===== src/rtl/uart_tx_stim.sv =====
// UART transmitter with a power-of-two byte FIFO in front; frame format and
// baud divisor are fixed at elaboration.
module uart_tx_stim #(
  parameter int unsigned DIV       = 16,
  parameter int unsigned DATA_BITS = 8,
  parameter int unsigned PARITY    = 0,
  parameter int unsigned STOP_BITS = 1,
  parameter int unsigned DEPTH     = 4
) (
  input  logic                       clk,
  input  logic                       reset,
  input  logic                       wr_en,
  input  logic [DATA_BITS-1:0]       wr_data,
  output logic                       full,
  output logic                       empty,
  output logic [$clog2(DEPTH):0]     count,
  output logic                       busy,
  output logic                       overflow,
  output logic                       txd
);

  localparam int unsigned AW = $clog2(DEPTH);
  localparam int unsigned CW = AW + 1;
  localparam int unsigned BW = $clog2(DIV);
  localparam int unsigned NW = $clog2(DATA_BITS + 1);

  typedef enum logic [2:0] {IDLE, START, DATA, PAR, STOP} state_t;

  state_t                state;
  logic [DATA_BITS-1:0]  mem [DEPTH];
  logic [AW-1:0]         wr_ptr;
  logic [AW-1:0]         rd_ptr;
  logic [DATA_BITS-1:0]  head;
  logic [DATA_BITS-1:0]  shreg;
  logic                  par_bit;
  logic [BW-1:0]         baud_cnt;
  logic [NW-1:0]         bit_cnt;
  logic                  push;
  logic                  pop;
  logic                  baud_end;
  logic                  stop_end;
  logic [CW-1:0]         count_nxt;

  // Pop decision is shared by the FIFO bookkeeping and the FSM load.
  always_comb begin
    push      = wr_en && !full;
    baud_end  = (baud_cnt == BW'(DIV - 1));
    stop_end  = baud_end && (bit_cnt == NW'(STOP_BITS - 1));
    pop       = !empty && ((state == IDLE) || ((state == STOP) && stop_end));
    head      = mem[rd_ptr];
    count_nxt = count + CW'(push) - CW'(pop);
  end

  always_ff @(posedge clk) begin
    if (push) mem[wr_ptr] <= wr_data;
  end

  always_ff @(posedge clk) begin
    if (reset) begin
      wr_ptr   <= '0;
      rd_ptr   <= '0;
      count    <= '0;
      full     <= 1'b0;
      empty    <= 1'b1;
      overflow <= 1'b0;
    end else begin
      if (push) wr_ptr <= wr_ptr + AW'(1);
      if (pop)  rd_ptr <= rd_ptr + AW'(1);
      // A write against a full FIFO is dropped even if a pop frees a slot now.
      if (wr_en && full) overflow <= 1'b1;
      count <= count_nxt;
      full  <= (count_nxt == CW'(DEPTH));
      empty <= (count_nxt == CW'(0));
    end
  end

  always_ff @(posedge clk) begin
    if (reset) begin
      state    <= IDLE;
      txd      <= 1'b1;
      busy     <= 1'b0;
      baud_cnt <= '0;
      bit_cnt  <= '0;
      shreg    <= '0;
      par_bit  <= 1'b0;
    end else begin
      case (state)
        IDLE: begin
          txd <= 1'b1;
          if (pop) begin
            shreg    <= head;
            par_bit  <= (^head) ^ (PARITY == 1);
            txd      <= 1'b0;
            busy     <= 1'b1;
            baud_cnt <= '0;
            bit_cnt  <= '0;
            state    <= START;
          end
        end
        START: begin
          if (baud_end) begin
            baud_cnt <= '0;
            bit_cnt  <= '0;
            txd      <= shreg[0];
            shreg    <= shreg >> 1;
            state    <= DATA;
          end else begin
            baud_cnt <= baud_cnt + BW'(1);
          end
        end
        DATA: begin
          if (baud_end) begin
            baud_cnt <= '0;
            if (bit_cnt == NW'(DATA_BITS - 1)) begin
              bit_cnt <= '0;
              if (PARITY != 0) begin
                txd   <= par_bit;
                state <= PAR;
              end else begin
                txd   <= 1'b1;
                state <= STOP;
              end
            end else begin
              bit_cnt <= bit_cnt + NW'(1);
              txd     <= shreg[0];
              shreg   <= shreg >> 1;
            end
          end else begin
            baud_cnt <= baud_cnt + BW'(1);
          end
        end
        PAR: begin
          if (baud_end) begin
            baud_cnt <= '0;
            bit_cnt  <= '0;
            txd      <= 1'b1;
            state    <= STOP;
          end else begin
            baud_cnt <= baud_cnt + BW'(1);
          end
        end
        STOP: begin
          if (baud_end) begin
            baud_cnt <= '0;
            if (stop_end) begin
              bit_cnt <= '0;
              // Back-to-back frames: start bit follows the last stop bit directly.
              if (pop) begin
                shreg   <= head;
                par_bit <= (^head) ^ (PARITY == 1);
                txd     <= 1'b0;
                state   <= START;
              end else begin
                txd   <= 1'b1;
                busy  <= 1'b0;
                state <= IDLE;
              end
            end else begin
              bit_cnt <= bit_cnt + NW'(1);
            end
          end else begin
            baud_cnt <= baud_cnt + BW'(1);
          end
        end
        default: begin
          txd   <= 1'b1;
          busy  <= 1'b0;
          state <= IDLE;
        end
      endcase
    end
  end

endmodule

===== config.mk =====
export PLATFORM = sky130hd
export DESIGN_NAME = uart_tx_stim
export DESIGN_NICKNAME = d
export VERILOG_FILES = /design/src/rtl/uart_tx_stim.sv
export SDC_FILE = /design/constraint.sdc
export NUM_CORES = 1
export LEC_CHECK = 0
export ABC_AREA = 1
export BUFFER_PORTS_ARGS = -buffer_cell sky130_fd_sc_hd__buf_2
export CAP_MARGIN = 20
export CORE_AREA = 2 2 96 98
export CTS_BUF_LIST = sky130_fd_sc_hd__clkbuf_4 sky130_fd_sc_hd__clkbuf_8
export CTS_CLUSTER_SIZE = 25
export DETAILED_ROUTE_END_ITERATION = 12
export DIE_AREA = 0 0 98 100
export GPL_TIMING_DRIVEN = 0
export PLACE_DENSITY_LB_ADDON = 0.25
export RECOVER_POWER = 25
export SYNTH_ARGS = -nofsm -noshare
export SYNTH_HDL_FRONTEND = slang
export SYNTH_SLANG_ARGS = --single-unit

===== constraint.sdc =====
create_clock -name clk -period 3.3 [get_ports clk]
set_clock_uncertainty 0.1 [all_clocks]
set_input_delay 0.165 -clock clk [delete_from_list [all_inputs] [get_ports clk]]
set_output_delay 0.165 -clock clk [all_outputs]
set_load 0.01 [all_outputs]

; ---- Word-level counts from Yosys, hierarchy flattened
; Memories as Yosys holds them, arrays and structs flattened. A register that Yosys moved wholly into a read port is not among the register bits.
; Index checks and enable logic that the tools add are counted.
; W data, S select, Z words.
[word_totals]
ff_bits = 31
ramBits = 32
input_bits = 11
out_inout_bits = 8
wordCells = 102
mem_count = 1
[classes]
addsub = 6
eq_ne = 17
mux = 42
bitwise_logic = 1
n_reduce_logical = 23
[memory_table]
columns = memory, words, word_bits, read_ports, rd_clocked_by_memory_dff, write_ports, line
row1 = mem, 4, 8, 1, 1, 1, 30  ; logic [DATA_BITS-1:0] mem [DEPTH];
[ops]
columns = operator, n
row1 = $mux W8, 6
row2 = $pmux W8 S4, 1
row3 = $mux W4, 7
row4 = $mux W3, 7
row5 = $ne A2 B2 Y1 const B, 9
row6 = $pmux W4 S4, 1
row7 = $pmux W3 S5, 1
row8 = $reduce_and A5 Y1, 3
row9 = $mux W1, 14
row10 = $add A4 B1 Y4 const B, 2
row11 = $pmux W4 S2, 1
row12 = $reduce_bool A4 Y1, 2
row13 = $reduce_and A7 Y1, 1
row14 = $eq A3 B2 Y1 const B, 2
row15 = $eq A3 B3 Y1 const B, 2
row16 = $logic_not A3 Y1, 2
row17 = $reduce_and A6 Y1, 1
row18 = $logic_and A1 B1 Y1, 5
row19 = $pmux W1 S5, 1
row20 = $add A2 B1 Y2 const B, 2
row21 = $eq A4 B3 Y1 const B, 1
row22 = $eq A4 B4 Y1 const B, 1
row23 = $logic_not A4 Y1, 1
row24 = $mux W2, 2
row25 = other kinds (13), 14

; ---- Logic depth before layout (Yosys ltp)
; Gate-level depths: netlist (run 1).
[logic_depth]
ltp_word = 9
ltp_mapped = 15
depth_no_buf = 15

; ---- Worst setup path before layout (run 1)
; Ideal clock, no wire load.
[synth_timing]
kind = register to register
startpoint = register bit_cnt[0]
endpoint = register empty
setup_time_ns = 0.070
arrival_ns = 2.377
required_ns = 3.130
setup_slack_ns = 0.753
stages_incl_launch_ff = 16
n_path_buf = 0
synth_period_minus_slack_ns = 2.547
path_cell_list = dfxtp_1 inv_1 ha_1 nand3_1 o21ai_1 nand2_1 inv_1 ha_1 inv_1 ha_1 inv_1 fa_1 xnor2_1 xor2_1 nor2_1 a21oi_1
[synth_between]
elab_chain_cells = 7
[synth_rtl]
columns = element, line
row1 = start: declaration, 37  ; logic [NW-1:0] bit_cnt;
row2 = start signal: assignment, 124  ; bit_cnt <= bit_cnt + NW'(1);
row3 = start signal: assignment, 159  ; bit_cnt <= bit_cnt + NW'(1);
row4 = $logic_not A4 Y1, 48  ; stop_end = baud_end && (bit_cnt == NW'(STOP_BITS - 1));
row5 = $logic_and A1 B1 Y1, 48
row6 = $logic_and A1 B1 Y1, 49  ; pop = !empty && ((state == IDLE) || ((state == STOP) && stop_end));
row7 = $logic_or A1 B1 Y1, 49
row8 = $logic_and A1 B1 Y1, 49
row9 = net pop, 39  ; logic pop;
row10 = $sub A3 B1 Y3, 51  ; count_nxt = count + CW'(push) - CW'(pop);
row11 = $logic_not A3 Y1, 73  ; empty <= (count_nxt == CW'(0));
row12 = end signal: assignment, 73
row13 = end: declaration, 15  ; output logic empty,
; The timed path passes the listed nets, and every way through them passes these cells.
; A chain may end at the register's enable or synchronous reset.

; ---- Worst setup path after layout (run 1)
[layout_timing]
startpoint = register baud_cnt[0]
endpoint = register empty
[layout_between]
elab_chain_cells = 7
[layout_rtl]
columns = element, line
row1 = start: declaration, 36  ; logic [BW-1:0] baud_cnt;
row2 = start signal: assignment, 108  ; baud_cnt <= baud_cnt + BW'(1);
row3 = start signal: assignment, 129  ; baud_cnt <= baud_cnt + BW'(1);
row4 = start signal: assignment, 139  ; baud_cnt <= baud_cnt + BW'(1);
row5 = $eq A4 B4 Y1, 47  ; baud_end = (baud_cnt == BW'(DIV - 1));
row6 = $logic_and A1 B1 Y1, 48
row7 = $logic_and A1 B1 Y1, 49
row8 = $logic_or A1 B1 Y1, 49
row9 = $logic_and A1 B1 Y1, 49
row10 = net pop, 39
row11 = $sub A3 B1 Y3, 51
row12 = $logic_not A3 Y1, 73
; The timed path passes the listed nets, and every way through them passes these cells.

==> reports/summary.txt, run 1 <==
critical path, cell by cell: ha_1 > nand3_4 > o21ai_1 > nand2_1 > inv_1 > ha_1 > inv_1 > ha_1 > inv_1 > fa_1 > xnor2_1 > xor2_1 > nor2_1 > a21oi_1
R2R setup slack: 0.38 ns
total core area: 8890 sq um
Sequential Power Share: 0.358
fill cell count: 913
Cell Area, Synth: 3057 sq um
syn avg cell area: 8.261 sq um
WL/cell: 11.62 um
pin count of the biggest net entering global routing: 13
DR vias/cell: 4.516
Die Wd: 98 um
# DRC: 0
fin. max-slew vios: 0
pre-CTS setup slack: 0.3871 ns
Nets: 430
crit-path max FO: 7
Buf/Inv on CP: 3
Post-Layout Inst Area: 3570 sq um
dpl cell area: 3286 sq um
maximum VDD drop: 0.4710 mV
Routed WL: 6100 um
post-route ant nets: 0
latest clock arrival within the worst-skew pair: 0.35 ns
register area: 1622 sq um
global-route wire length before repair: 10,030 um
root buf cell: clkbuf_8
Reg2Reg Capture Point: empty$_SDFF_PP1_
Initial Util: 0.3438
H-Tree Depth: 3
post-synth top area share: 0.3144
Die Area: 9800 sq um
syn_nets: 391
most common cell after layout, fill and taps aside: nand2_1
most frequent cells in the layout: nand2_1, inv_1, nor2_1
initial antenna violation count: 0
CP delay by family, top: adder cells
global route total overflow: 0
PnR worst setup slack: 0.3829 ns
Register-to-Register Path Depth: 14
Tmin final: 2.917 ns
row count: 35
Worst Hold Depth: 2
DR pass1 iterations: 4
layout cells sized above 1: 0.09179
multi-input logic area: 1135 sq um
CTS tree: built
fin cells: 525
post-CTS sizing: 0
I/O Pins: 19
top cells by area, synth: edfxtp_1, dfxtp_1, nand2_1, inv_1, nor2_1
synth warn: 0
Arrival @ worst endpoint: 3.09 ns
Internal Power: 1.862 mW
synthesized flop and latch total: 65
cell taking the most area after synthesis: edfxtp_1
DR iter-0 viols: 104
fin util: 0.4015
Num CTS Buffers: 9
vias in the first global route: 2,133
Lkg Pwr: 1.596 nW
worst reg2reg startpoint: baud_cnt[0]$_SDFFE_PP0P_
Net Sw Frac: 0.4084
crit-path max cell delay: 0.37 ns
Setup violations, final: 0
Die Height: 100 um
RD Place Congestion: 0.7886
register area share after synthesis: 0.5305
Crit Path Class: reg -> reg
hold crit path type: reg -> reg
worst-margin pin slew: 0.8863 ns
via count: 2,371
Setup crit start kind: flip-flop
final setup TNS: 0 ns
slew margin rel.: 0.4070
Worst-path clk slew: 0.08 ns
Power Density: 881.6 nW/um^2
P_sw: 1.285 mW
worst hold slack: 0.3745 ns
CTS Sinks: 65
fin crit share: 0.8840
Hold Startpoint: overflow$_SDFFE_PP0P_
Combinational Power Share: 0.429
clock buffer depth: 2
Max Fclk: 342.8 MHz
Area Growth Syn to Fin: 16.78%
Synth Instances: 370
final hold vios: 0
GRT Total Usage: 0.1318
Max-cap violations: 0
clock group share of total power: 0.213
Design Power: 3.147 mW
Crit path required time: 3.48 ns
RSZ-0062 raised after global routing: no
ANT cells: 0
Critical Path End Type: flip-flop
hold endpoint: overflow$_SDFFE_PP0P_
dpl cells: 499
post-synth cell types: 28
slowest CP cell: dfxtp_1
status: finished, final reports clean
Post-DP HPWL: 4208 um
port bufs: 18
[worst register-to-register path: cells and delay by family (launching register included)]
| family | cells | cell delay (ns) |
|---|---|---|
| and+or+nand+nor | 3 | 0.43 |
| buffers and inverters | 3 | 0.28 |
| AOI/OAI and AO/OA | 2 | 0.30 |
| xor gates and xnor gates | 2 | 0.38 |
| DFF | 1 | 0.37 |
| adders and majority gates | 4 | 1.00 |
[power groups by stage]
| stage | sequential, mW | clock [mW] | combinational (mW) |
|---|---|---|---|
| 2_1_floorplan | 1.15 | 0 | 1.02 |
| 3_3_place_gp | 1.14 | 0 | 1.33 |
| 3_5_place_dp | 1.15 | 0 | 1.36 |
| 4_1_cts | 1.13 | 0.682 | 1.37 |
| 5_1_grt | 1.15 | 0.724 | 1.55 |
| 6_report | 1.13 | 0.669 | 1.35 |
[final cells by class]
| type | instances | share of cell area |
|---|---|---|
| Buffer | 10 | 0.01577 |
| Clock buffer | 9 | 0.03470 |
| Clock inverter | 7 | 0.01928 |
| Inverter | 65 | 0.06835 |
| Multi-Input combinational cell | 230 | 0.3179 |
| Sequential cell | 65 | 0.4543 |
| Tap cell | 111 | 0.03891 |
| Timing Repair Buffer | 28 | 0.05082 |
[cell usage after synthesis]
cell type and instances:
nand3_1 32, xnor2_1 1, clkbuf_1 4, o21ai_4 1, a21oi_1 30, o211ai_1 2, nand2_1 78, fa_1 1
o21ai_0 11, nand3_2 1, nor2_1 49, buf_2 3, inv_1 64, buf_6 1, o31ai_1 1, nand3_4 1
clkinv_1 1, nor3b_1 1, dfxtp_1 33, ha_1 9, nor3_1 2, o21ai_1 2, nand2_2 3, nor2_4 1
buf_4 2, edfxtp_1 32, xor2_1 1, nand4_1 3
[kinds of logic after synthesis]
group | Yosys count | share of synthesized area
xor+xnor | 2 | 0.005732
flops | 65 | 0.5305
fa+ha+maj | 10 | 0.04339
simple gates | 171 | 0.2391
compound gates | 47 | 0.08309
buf+inv | 75 | 0.09823
[registers in the layout, summed over array words and instances, names as in the netlist, 2 cells and up, named ones only]
signal    flops
rd_ptr        2
bit_cnt       4
count         3
wr_ptr        2
state         3
mem          32
baud_cnt      4
shreg         8
[layer usage]
metal	global-route usage	up-vias	part of all wire
met5	0	-	0
met3	0.03343	11	0.034
li1	-	1256	-
met4	0.06090	0	0.020
met2	0.2039	40	0.46
met1	0.1744	1064	0.49
[worst max path at each step]
stage / end / startpoint / depth (start not counted) / slack, ns
2_1_floorplan: empty$_SDFF_PP1_ / bit_cnt[0]$_SDFFE_PP0P_ / 15 / 0.75
3_3_place_gp: empty$_SDFF_PP1_ / bit_cnt[0]$_SDFFE_PP0P_ / 15 / 0.45
5_1_grt: empty$_SDFF_PP1_ / baud_cnt[0]$_SDFFE_PP0P_ / 14 / 0.1
3_5_place_dp: empty$_SDFF_PP1_ / bit_cnt[0]$_SDFFE_PP0P_ / 15 / 0.39
6_report: empty$_SDFF_PP1_ / baud_cnt[0]$_SDFFE_PP0P_ / 14 / 0.38
4_1_cts: empty$_SDFF_PP1_ / bit_cnt[0]$_SDFFE_PP0P_ / 15 / 0.35
[timing repair]
item                      4_1_cts  5_1_grt
hold buffers                   10        0
hold endpoints to repair       36        0
setup buffers                   0        0
No activity file was read; power rests on OpenSTA's default activity.
==> inputs of run 2 (changes only) <==
- ABC_AREA: 1 -> 0
- CORE_AREA: 2 2 96 98 -> 5 5 99 101
- DIE_AREA: 0 0 98 100 -> 0 0 104 106
- clock period: 3.3 -> 3.1 ns (I/O delays scaled with it)
==> run 2 against run 1 <==
Against the previous run:
- core utilization is 0.17 points lower
- setup slack worse by 0.11 ns
- critical path type unchanged
- global-route usage is 1.4 points lower
- highest routed layer unchanged
- flip-flop and latch count stayed put
- largest power group is now sequential cells
- synthesized area is 0.61% higher
- sequential share of layout area hardly changed
- via count is 11% lower
==> reports/summary.txt, run 2 <==
final setup TNS: 0 ns (unchanged)
GRT Total Usage: 0.1178 (-0.01396)
via count: 2,118 (-11%)
Main synth FF type: dfxtp_1
slew margin rel.: 0.6056 (+0.1987)
Cell Area, Synth: 3075 sq um (+0.61%)
Hold Startpoint: reset
Combinational Power Share: 0.322 (-0.107)
CTS tree: built
synthesized flop and latch total: 65 (unchanged)
CTS Sinks: 65 (unchanged)
I/O Pins: 19 (unchanged)
register area share after synthesis: 0.5273 (-0.003237)
post-route ant nets: 0 (unchanged)
RD Place Congestion: 0.8350 (+5.9%)
post-synth cell types: 58 (+110%)
layout cells sized above 1: 0.1908 (+0.09900)
post-synth top area share: 0.3124 (-0.001918)
fill cell count: 899 (-1.5%)
latest clock arrival within the worst-skew pair: 0.35 ns (about the same)
worst hold slack: 0.08342 ns (-0.2911 ns)
setup bufs post-CTS: 0 (unchanged)
most frequent cell after synthesis: dfxtp_1
vias in the first global route: 2,116 (-0.80%)
fin cells: 415 (-21%)
Num CTS Buffers: 9 (unchanged)
syn avg cell area: 11.78 sq um (+43%)
DR vias/cell: 5.104 (+13%)
fin. max-slew vios: 0 (unchanged)
Tmin final: 2.831 ns (-0.08639 ns)
top cells by area, synth: edfxtp_1, dfxtp_1, mux4_2, ha_1, mux2i_1
Post-Layout Inst Area: 3572 sq um (about the same)
most frequent cells in the layout: dfxtp_1, edfxtp_1, buf_2
most common cell after layout, fill and taps aside: dfxtp_1
row count: 35 (unchanged)
clock group share of total power: 0.249 (+0.036)
Worst-path clk slew: 0.08 ns (about the same)
RSZ-0062 raised after global routing: no
status: finished, final reports clean
cell taking the most area after synthesis: edfxtp_1
number of flip-flops in the largest register: 32 (unchanged)
Design Power: 2.727 mW (-13%)
worst reg2reg startpoint: baud_cnt[0]$_SDFFE_PP0P_
Nets: 320 (-26%)
Max-cap violations: 0 (unchanged)
most frequent cells after synthesis: dfxtp_1, edfxtp_1, nand2_1
Die Area: 11,020 sq um (+12%)
hold crit path type: in -> reg
clock buffer depth: 2 (unchanged)
synth warn: 0 (unchanged)
Post-synth ARST share: 0 (unchanged)
Synth Instances: 261 (-29%)
Net Sw Frac: 0.3371 (-0.07134)
Top Registers: mem: 32 flops, shreg: 8 flops
Post-DP HPWL: 4110 um (-2.3%)
Critical Path End Type: flip-flop
DR iter-0 viols: 83 (-20%)
dpl cell area: 3304 sq um (+0.57%)
PnR worst setup slack: 0.2693 ns (-0.1136 ns)
pin count of the biggest net entering global routing: 15 (+2)
P_sw: 0.9192 mW (-28%)
post-CTS sizing: 0 (unchanged)
Setup violations, final: 0 (unchanged)
Max Fclk: 353.3 MHz (+3.1%)
pre-CTS setup slack: 0.2771 ns (-0.1100 ns)
fin util: 0.3999 (-0.001688)
# hold bufs at CTS: 9 (-1)
Arrival @ worst endpoint: 2.98 ns (-0.11 ns)
Routed WL: 6104 um (about the same)
DR pass1 iterations: 4 (unchanged)
Sequential Power Share: 0.429 (+0.071)
Worst Setup SP: baud_cnt[0]$_SDFFE_PP0P_
global-route wire length before repair: 10,430 um (+4.0%)
EDFF count, synth: 32 (unchanged)
worst-margin pin slew: 0.5915 ns (-0.2947 ns)
maximum VDD drop: 0.3648 mV (-23%)
Setup crit start kind: flip-flop
final hold vios: 0 (unchanged)
initial antenna violation count: 0 (unchanged)
fin crit share: 0.9131 (+0.02916)
Die Height: 106 um (+6.0%)
root buf cell: clkbuf_8
syn_nets: 282 (-28%)
# DRC: 0 (unchanged)
Crit path required time: 3.25 ns (-0.23 ns)
H-Tree Depth: 3 (unchanged)
port bufs: 18 (unchanged)
Lkg Pwr: 1.284 nW (-20%)
multi-input logic area: 1300 sq um (+15%)
total core area: 8934 sq um (+0.49%)
Die Wd: 104 um (+6.1%)
Power Density: 763.4 nW/um^2 (-13%)
crit-path max FO: 7 (unchanged)
Internal Power: 1.808 mW (-2.9%)
Top reg by flops: mem
ANT cells: 0 (unchanged)
global route total overflow: 0 (unchanged)
Crit Path Class: reg -> reg
dpl cells: 390 (-22%)
WL/cell: 14.71 um (+27%)
Initial Util: 0.3443 (+0.0004153)
Area Growth Syn to Fin: 16.15%
register area: 1622 sq um (unchanged)
-- run 2: cell count changes after synthesis, sizes merged, moves of 4 or more --
cell / previous run / this run
a211oi: 0 / 4
a21oi: 30 / 14
and2: 0 / 6
buf: 6 / 12
inv: 64 / 12
mux2i: 0 / 9
mux4: 0 / 9
nand2: 81 / 15
nand3: 34 / 11
nor2: 50 / 14
nor3b: 1 / 8
o21a: 0 / 7
-- run 2: kinds of logic (layout without fill, tap and decap cells) --
kind of cell	Yosys count	in the layout	synth area share
and+or+nand+nor	75	75	0.1359
muxes	18	18	0.09520
adders and majority gates	10	10	0.04313
buffers and inverters	31	74	0.05004
xor gates and xnor gates	5	5	0.01668
DFF	65	65	0.5273
AOI/OAI and AO/OA	57	57	0.1318
-- run 2: final timing paths --
check	endpoint	slack (ns)	cells after the start
worst max-delay path	full$_SDFF_PP0_	0.27	12
worst min-delay path	bit_cnt[2]$_SDFFE_PP0P_	0.08	4
worst max register to register	full$_SDFF_PP0_	0.27	12
worst min register to register	shreg[2]$_SDFFE_PP0P_	0.36	2
-- run 2: layer usage --
metal	track usage	share of wire
met5	0	0
met4	0.05180	0.024
met3	0.03339	0.038
met2	0.1876	0.48
met1	0.1493	0.46
-- run 2: layout make-up --
type	count	share of cell area
well taps	111	0.03888
multi-input cells	165	0.3639
clock inverters	7	0.01751
repair buffers	27	0.04799
clock buffers	9	0.03468
plain buffers	19	0.03047
flip-flops and latches	65	0.4539
inverters	12	0.01261
-- run 2: power by group through the flow --
stage,Combinational [mW],Sequential [mW],Clock [mW]
3_3_place_gp,0.875,1.19,0
5_1_grt,0.991,1.19,0.738
2_1_floorplan,0.664,1.18,0
4_1_cts,0.896,1.17,0.699
3_5_place_dp,0.883,1.19,0
6_report,0.879,1.17,0.678
-- run 2: worst max-delay path, stage by stage, from the launching register on --
cell     delay (ns)
dfxtp_1        0.35
ha_1           0.27
and3_2         0.28
a21oi_2        0.29
nor2_1         0.08
ha_1           0.27
inv_1          0.05
ha_1           0.12
inv_1          0.04
fa_1           0.37
xor2_1         0.16
xnor2_1        0.14
nor3_1         0.22
==> inputs of run 3 (changes only) <==
- REMOVE_ABC_BUFFERS: unset -> 1
==> run 3 against run 2 <==
Against the previous run:
- worst hold slack better by 0.052 ns
- sequential power rose by 4%
- non-clock buffer count decreased by 19
- total power up 0.24%
- critical endpoint unchanged
- largest power group unchanged
==> reports/summary.txt, run 3 (same netlist as run 2, synthesis figures left out) <==
status: finished, final reports clean
Setup crit start kind: flip-flop
DR pass1 iterations: 4 (unchanged)
Crit path required time: 3.24 ns (about the same)
PnR worst setup slack: 0.2912 ns (+0.02185 ns)
worst-margin pin slew: 0.6782 ns (+0.08667 ns)
Worst Hold Depth: 2 (-2)
fin cells: 396 (-4.6%)
ANT cells: 0 (unchanged)
pin count of the biggest net entering global routing: 31 (+16)
global-route wire length before repair: 9922 um (-4.9%)
CTS Sinks: 65 (unchanged)
Num CTS Buffers: 9 (unchanged)
CP delay by family, top: adder cells
DR iter-0 viols: 126 (+52%)
dpl cell area: 3196 sq um (-3.3%)
slew margin rel.: 0.5456 (-0.06001)
R2R setup slack: 0.29 ns (+0.02 ns)
Net Sw Frac: 0.3262 (-0.01090)
Combinational Power Share: 0.284 (-0.038)
Initial Util: 0.3443 (unchanged)
most frequent cells in the layout: dfxtp_1, edfxtp_1, nand2_1
Crit Path Class: reg -> reg
I/O Pins: 19 (unchanged)
post-route ant nets: 0 (unchanged)
Post-Layout Inst Area: 3496 sq um (-2.1%)
clock buffer depth: 2 (unchanged)
layout cells sized above 1: 0.1684 (-0.02237)
Die Height: 106 um (unchanged)
fin crit share: 0.9061 (-0.007048)
fin util: 0.3913 (-0.008543)
CTS tree: built
Most common cell on crit path: ha_1
Design Power: 2.734 mW (+0.24%)
number of flip-flops in the largest register: 32 (unchanged)
RSZ-0062 raised after global routing: no
Die Area: 11,020 sq um (unchanged)
final hold vios: 0 (unchanged)
port bufs: 18 (unchanged)
Max Fclk: 356.0 MHz (+0.78%)
RD Place Congestion: 0.7610 (-8.9%)
Worst-path clk slew: 0.08 ns (about the same)
Max-cap violations: 0 (unchanged)
Critical Path End Type: flip-flop
setup bufs post-CTS: 0 (unchanged)
via count: 1,987 (-6.2%)
Tmin final: 2.809 ns (-0.02185 ns)
latest clock arrival within the worst-skew pair: 0.35 ns (about the same)
H-Tree Depth: 3 (unchanged)
worst reg2reg startpoint: baud_cnt[0]$_SDFFE_PP0P_
Top Registers: mem: 32 flops, shreg: 8 flops
Setup violations, final: 0 (unchanged)
pre-CTS setup slack: -0.2161 ns (-0.4932 ns)
fin. max-slew vios: 0 (unchanged)
row count: 35 (unchanged)
Buf/Inv on CP: 2 (unchanged)
Nets: 301 (-5.9%)
hold crit path type: in -> reg
DR vias/cell: 5.018 (-1.7%)
dpl cells: 371 (-4.9%)
Post-DP HPWL: 3684 um (-10%)
hold endpoint: baud_cnt[0]$_SDFFE_PP0P_
root buf cell: clkbuf_8
initial antenna violation count: 0 (unchanged)
critical path, cell by cell: ha_1 > and3_4 > a21oi_4 > nor2_1 > ha_1 > inv_1 > ha_1 > inv_1 > fa_1 > xor2_1 > xnor2_1 > nor3_1
Register-to-Register Path Depth: 12 (unchanged)
GRT Total Usage: 0.1127 (-0.005087)
crit-path max cell delay: 0.38 ns (about the same)
Top reg by flops: mem
global route total overflow: 0 (unchanged)
Internal Power: 1.842 mW (+1.9%)
Power Density: 782.0 nW/um^2 (+2.4%)
Area Growth Syn to Fin: 13.67%
P_sw: 0.8917 mW (-3.0%)
Reg2Reg Capture Point: full$_SDFF_PP0_
Sequential Power Share: 0.445 (+0.016)
Die Wd: 104 um (unchanged)
total core area: 8934 sq um (unchanged)
clock group share of total power: 0.271 (+0.022)
slowest CP cell: dfxtp_1
# DRC: 0 (unchanged)
Lkg Pwr: 1.224 nW (-4.7%)
Routed WL: 5935 um (-2.8%)
vias in the first global route: 1,987 (-6.1%)
WL/cell: 14.99 um (+1.9%)
crit-path max FO: 13 (+6)
maximum VDD drop: 0.2967 mV (-19%)
Arrival @ worst endpoint: 2.95 ns (-0.03 ns)
Hold Startpoint: reset
==> run 3: worst max-delay path by stage <==
stage,slack (ns),start,cells after the start,to
after detailed placement,-0.22,state[2]$_SDFFE_PP0P_,11,full$_SDFF_PP0_
after CTS,0.14,baud_cnt[0]$_SDFFE_PP0P_,12,full$_SDFF_PP0_
after floorplan,0.30,state[2]$_SDFFE_PP0P_,12,empty$_SDFF_PP1_
final,0.29,baud_cnt[0]$_SDFFE_PP0P_,12,full$_SDFF_PP0_
after global placement,-0.28,state[2]$_SDFFE_PP0P_,11,full$_SDFF_PP0_
after global routing,0.07,baud_cnt[1]$_SDFFE_PP0P_,13,empty$_SDFF_PP1_
==> run 3: through the flow <==
step | TNS, ns | hold WS [ns]
after global routing | 0 | 0.1433
after detailed placement | -0.5969 | 0.2791
after floorplan | 0 | 0.1196
after global placement | -0.7173 | 0.2702
final | 0 | 0.1355
after CTS | 0 | 0.1262
==> run 3: power by group through the flow <==
stage	registers, mW	logic, mW	clock network (mW)
after floorplan	1.22	0.581	0
after global placement	1.24	0.771	0
after detailed placement	1.24	0.774	0
after CTS	1.22	0.788	0.764
after global routing	1.24	0.871	0.807
final	1.22	0.776	0.741
==> run 3: layer usage <==
layer	GRT usage	wire length (um)	part of all wire	vias up
met3	0.03643	228	0.038	7
li1	-	-	-	1003
met5	0	0	0	-
met2	0.1762	2797	0.47	35
met1	0.1472	2820	0.48	942
met4	0.03885	88	0.015	0
==> run 3: cell type report <==
class	instances	area (sq um)
inverters	12	45.04
repair buffers	27	171.4
multi-input cells	165	1311
well taps	111	138.9
clock inverters	7	80.08
clock buffers	9	123.9
fillers	876	5438
flip-flops and latches	65	1625
==> run 3: timing repair <==
| action | in CTS | in global routing |
|---|---|---|
| hold buffers | 9 | 0 |
| gates resized for setup | 1 | 3 |
| endpoints found under the hold margin | 33 | 0 |
| setup endpoints to repair | 3 | 3 |
